==> config.mk <==
export PLATFORM = sky130hd
export DESIGN_NAME = regfile_write_scheduler
export DESIGN_NICKNAME = d
export VERILOG_FILES = /design/src/rtl/regfile_write_scheduler.sv
export SDC_FILE = /design/constraint.sdc
export NUM_CORES = 1
export LEC_CHECK = 0
export CELL_PAD_IN_SITES_DETAIL_PLACEMENT = 0
export CELL_PAD_IN_SITES_GLOBAL_PLACEMENT = 2
export CORE_UTILIZATION = 30
export DETAILED_ROUTE_END_ITERATION = 10
export PLACE_DENSITY_LB_ADDON = 0.1
export SLEW_MARGIN = 20
export SYNTH_ARGS = -nofsm -noshare
export SYNTH_HDL_FRONTEND = slang
export SYNTH_SLANG_ARGS = --single-unit
==> constraint.sdc <==
create_clock -name Clk -period 7.46 [get_ports Clk]
set_input_delay 1.492 -clock Clk [delete_from_list [all_inputs] [get_ports Clk]]
set_output_delay 1.492 -clock Clk [all_outputs]
set_load 0.02 [all_outputs]
==> src/rtl/regfile_write_scheduler.sv <==
// Round-robin scheduler driving the two write ports of the dual-write RegisterFile.
// Optional: define REG0_DISCARD_EN to absorb writes to register 0 without a port.
module regfile_write_scheduler #(
   parameter int NREQ = 4,
   parameter int AW   = 5,
   parameter int DW   = 32,
   parameter int CW   = 16
) (
   input  logic                 Clk,
   input  logic                 Reset_n,
   input  logic                 Stall,
   input  logic [NREQ-1:0]      ReqValid,
   output logic [NREQ-1:0]      ReqReady,
   input  logic [NREQ*AW-1:0]   ReqReg,
   input  logic [NREQ*DW-1:0]   ReqData,
   output logic                 RegWrite1,
   output logic [AW-1:0]        WriteRegister1,
   output logic [DW-1:0]        WriteData1,
   output logic                 RegWrite2,
   output logic [AW-1:0]        WriteRegister2,
   output logic [DW-1:0]        WriteData2,
   output logic [CW-1:0]        ConflictCount
);

   localparam int PW = (NREQ > 1) ? $clog2(NREQ) : 1;

   logic [PW-1:0] ptr_q, ptr_d;
   logic [CW-1:0] cnt_q, cnt_d;
   logic          rw1_q, rw2_q;
   logic [AW-1:0] wr1_q, wr2_q;
   logic [DW-1:0] wd1_q, wd2_q;

   logic          ga, gb, defer;
   logic [AW-1:0] reg_a, reg_b;
   logic [DW-1:0] dat_a, dat_b;

   always_comb begin
      int idx;
      int last;
      ReqReady = '0;
      ga       = 1'b0;
      gb       = 1'b0;
      defer    = 1'b0;
      reg_a    = '0;
      reg_b    = '0;
      dat_a    = '0;
      dat_b    = '0;
      ptr_d    = ptr_q;
      idx      = 0;
      last     = 0;
      if (!Stall) begin
         for (int k = 0; k < NREQ; k++) begin
            idx = int'(ptr_q) + k;
            if (idx >= NREQ) idx = idx - NREQ;
            if (ReqValid[idx]) begin
`ifdef REG0_DISCARD_EN
               if (ReqReg[idx*AW +: AW] == '0) begin
                  ReqReady[idx] = 1'b1;
               end else
`endif
               if (!ga) begin
                  ga            = 1'b1;
                  reg_a         = ReqReg[idx*AW +: AW];
                  dat_a         = ReqData[idx*DW +: DW];
                  last          = idx;
                  ReqReady[idx] = 1'b1;
               end else if (!gb) begin
                  // Same destination as port 1 must wait a cycle.
                  if (ReqReg[idx*AW +: AW] != reg_a) begin
                     gb            = 1'b1;
                     reg_b         = ReqReg[idx*AW +: AW];
                     dat_b         = ReqData[idx*DW +: DW];
                     last          = idx;
                     ReqReady[idx] = 1'b1;
                  end else begin
                     defer = 1'b1;
                  end
               end
            end
         end
         if (ga) ptr_d = PW'((last + 1) % NREQ);
      end
   end

   assign cnt_d = (defer && (cnt_q != {CW{1'b1}})) ? cnt_q + 1'b1 : cnt_q;

   always_ff @(posedge Clk or negedge Reset_n) begin
      if (!Reset_n) begin
         ptr_q <= '0;
         cnt_q <= '0;
         rw1_q <= 1'b0;
         rw2_q <= 1'b0;
         wr1_q <= '0;
         wr2_q <= '0;
         wd1_q <= '0;
         wd2_q <= '0;
      end else begin
         rw1_q <= ga;
         rw2_q <= gb;
         if (ga) begin
            wr1_q <= reg_a;
            wd1_q <= dat_a;
         end
         if (gb) begin
            wr2_q <= reg_b;
            wd2_q <= dat_b;
         end
         ptr_q <= ptr_d;
         cnt_q <= cnt_d;
      end
   end

   assign RegWrite1      = rw1_q;
   assign WriteRegister1 = wr1_q;
   assign WriteData1     = wd1_q;
   assign RegWrite2      = rw2_q;
   assign WriteRegister2 = wr2_q;
   assign WriteData2     = wd2_q;
   assign ConflictCount  = cnt_q;

endmodule

==> run_results.csv <==
group,metric,value,unit
finish,fillCellCount,3636,
clocking,cts_resized,0,
synth,async_flop_share,1.00,
detailed_routing,vias,11400,
synth,synth_top_area_share,0.217,
detailed_routing,viasPerCell,5.90,
synth,synthTopCellsByArea,"dfrtp_1, mux2i_1, mux4_2, nor2_1, mux2_2",
critical_path,end_kind,"primary output",
clocking,cts_buffer_depth,2,
synth,synth_cell_types,77,
sta,max_freq,0.140,GHz
critical_path,rr_startpoint,"ptr_q[1]",
global_route,grt_pass1_vias,10800,
clocking,cts_buffers,9,
detailed_routing,drtIter0Drc,888,
finish,final_nets,1627,
sta,post-route-period-util,0.956,
detailed_routing,firstDrtPassIters,9,
synth,syn-mean-instance-area,8.46,µm²
global_route,grt.total_usage,0.245,
floorplanning,coreArea,35600,µm²
synth,synth_edf_count,0,
global_route,grt_start_max_net_pins,79,
sta,fin_tns_setup,0,ns
detailed_routing,wire_per_inst,23.9,µm
floorplanning,die_area,36900,µm²
synth,synth.largest_area_cell,"dfrtp_1",
clocking,clk_latency,0.36,ns
sta,hold_viol_final,0,
power,total_power,8.31,mW
detailed_routing,antenna_left,0,
global_route,grt_pass1_wl,67.9,mm
synth,synth_cells,1281,
flow_run,maxCapViolations,0,
sta,tightest_slew,1.08,ns
sta,setup_viol,0,
detailed_routing,wl_met2,21.7,mm
critical_path,crit_start,"ptr_q[1]",
critical_path,reg2reg_depth,18,
clocking,clk_pin_slew,0.07,ns
placement,port_buffers,250,
synth,ys_seq_area_frac,0.217,
synth,synth_flop_cell,"dfrtp_1",
synth,ys_ff_latch,94,
critical_path,cp-start-kind,"flop",
finish,area_delta_synth_final,30.6,%
floorplanning,die_w,192,µm
detailed_routing,drc,0,
synth,syn_nets,1452,
detailed_routing,wl_met1,20.6,mm
sta,finalCriticalPeriod,7.13,ns
clocking,cts-root-buf,"clkbuf_16",
placement,gp_congestion,0.883,
clocking,htree_levels,3,
floorplanning,ios,251,
floorplanning,initial_core_util,0.305,
power,power.density,587,nW/µm²
critical_path,cp_data_required_time,5.97,ns
critical_path,reg2reg_slack,1.65,ns
critical_path,critPathMaxFanout,39,
global_route,antenna_found_initial,3,
sta,slew_headroom,0.277,
critical_path,critPathCapture,"ReqReady[0]",
placement,dp_hpwl,31.1,mm
clocking,cts_hold_buf,0,
detailed_routing,wl_met3,2.74,mm
run_status,status,"finished clean",
floorplanning,fp.dieH,192,µm
finish,drive_above_1_share,0.136,
power,ir_drop,287,µV
critical_path,crit_arrival,5.64,ns
floorplanning,num_rows,69,
clocking,cts_setup_buffers,0,
detailed_routing,routed.top_layer,"met4",
synth,netlist_area,10800,µm²
worst_hold_path,hp-class,"flop to flop",
detailed_routing,routed_wl,46.0,mm
clocking,cts_tree,"done",
synth,yosys_warnings,0,
sta,timing.final.max_slew_violations,0,
power,p_leak,5.53,nW
clocking,cts.sinks,94,
sta,final.setup_skew,0.0105,ns
critical_path,path_class,"flop to primary output",
critical_path,r2r_end,"WriteData2[2]",
sta,rsz0062_at_grt,"false",
global_route,grt-ovfl-total,0,
metrics by stage:
step	instance area, µm²	hold WS, ns	setup slack, ns	cells	utilization
after global routing	14100	0.518	0.00580	1925	0.398
after detailed placement	13800	0.489	0.361	1906	0.387
after floorplan	10800	0.595	0.316	1281	-
after CTS	14100	0.499	0.155	1922	0.397
final	14200	0.496	0.328	1926	0.398
after global placement	13800	0.483	0.484	1906	0.387
Yosys cell counts, types with 16 or more instances:
master,instances
nor2_1,210
mux2i_1,121
a21oi_1,102
dfrtp_1,94
clkbuf_1,86
a211oi_1,68
nand2_1,66
mux2_2,60
mux4_2,49
a31oi_1,39
a22oi_1,35
a222oi_1,33
o22ai_1,33
buf_2,23
xor2_1,19
inv_1,17
o21ai_0,16
worst min-delay path by stage:
stage | from | endpoint | slack, ns | cells after the start
after floorplan | ConflictCount[9] | ConflictCount[9] | 0.59 | 1
after global placement | ConflictCount[9] | ConflictCount[9] | 0.48 | 1
after detailed placement | ConflictCount[9] | ConflictCount[9] | 0.49 | 1
after CTS | ConflictCount[9] | ConflictCount[9] | 0.50 | 1
after global routing | ConflictCount[9] | ConflictCount[9] | 0.52 | 1
final | ConflictCount[9] | ConflictCount[9] | 0.50 | 1
cells in the final DEF, fill, tap and decap left out, types with 4 or more instances in the layout:
master           instances
o211ai_1                 4
clkdlybuf4s50_1        249
xnor2_1                 15
a222oi_1                33
a221oi_1                13
o22a_1                   5
xor2_1                  19
dfrtp_1                 92
o22ai_1                 33
inv_1                   15
nor2b_1                  5
clkbuf_16                9
buf_4                   44
a211oi_1                68
nand2_1                 66
ha_1                    13
nand2b_1                 7
o21ai_0                 16
diode_2                  4
a22oi_1                 35
nand3_1                 14
a21oi_1                101
nor4_1                   6
a22o_1                   5
mux2i_1                121
a31oi_1                 39
and3_1                   4
and2_1                   8
mux4_2                  49
mux2_2                  59
nor2_1                 208
nor3_1                  15
worst max-delay path: stages, from the launching register on:
cell             delay, ns
dfrtp_4               0.65
buf_8                 0.33
or2_2                 0.19
clkinv_1              0.23
ha_1                  0.49
or2_0                 0.30
o32a_1                0.36
a2111oi_0             0.42
a211oi_1              0.16
buf_4                 0.19
mux2i_1               0.21
xor2_1                0.11
nor3_1                0.19
nand3_1               0.17
a31oi_1               0.45
nand2b_1              0.19
a21oi_1               0.07
clkdlybuf4s50_1       0.56
routing by layer:
metal	global-route usage	vias to the layer above
li1	-	5295
met1	0.333	5600
met4	0.0812	0
met3	0.0325	48
met5	0	-
met2	0.397	423
report_power, final:
group	internal, mW	switching, mW
Sequential	0.759	0.184
Combinational	2.75	4.05
Clock	0.330	0.238
kinds of logic (layout without fill, tap and decap cells):
kind of cell    after synthesis  after routing  share of synthesized area
compound gates              393            393                      0.254
simple gates                362            362                      0.147
mux                         232            232                      0.278
buf+inv                     150            330                     0.0574
flops                        94             94                      0.217
xor+xnor                     34             34                     0.0275
fa+ha+maj                    16             16                     0.0192
other cells                   0              4                          0
layout make-up:
| class | count | area (µm²) | area share |
|---|---|---|---|
| Sequential cell | 94 | 2360 | 0.167 |
| Inverter | 19 | 71.3 | 0.00504 |
| Antenna cell | 4 | 10.0 | 0.000707 |
| Multi-Input combinational cell | 1037 | 7940 | 0.561 |
| Timing Repair Buffer | 295 | 2850 | 0.201 |
| Clock inverter | 7 | 121 | 0.00858 |
| Clock buffer | 9 | 225 | 0.0159 |
| Tap cell | 461 | 577 | 0.0408 |
state kept, by name (all words and copies together) (netlist names):
register	cells
ConflictCount	16
WriteData2	32
WriteRegister1	5
ptr_q	2
RegWrite1	1
WriteRegister2	5
RegWrite2	1
WriteData1	32
Power figures use the tool's default switching activity.
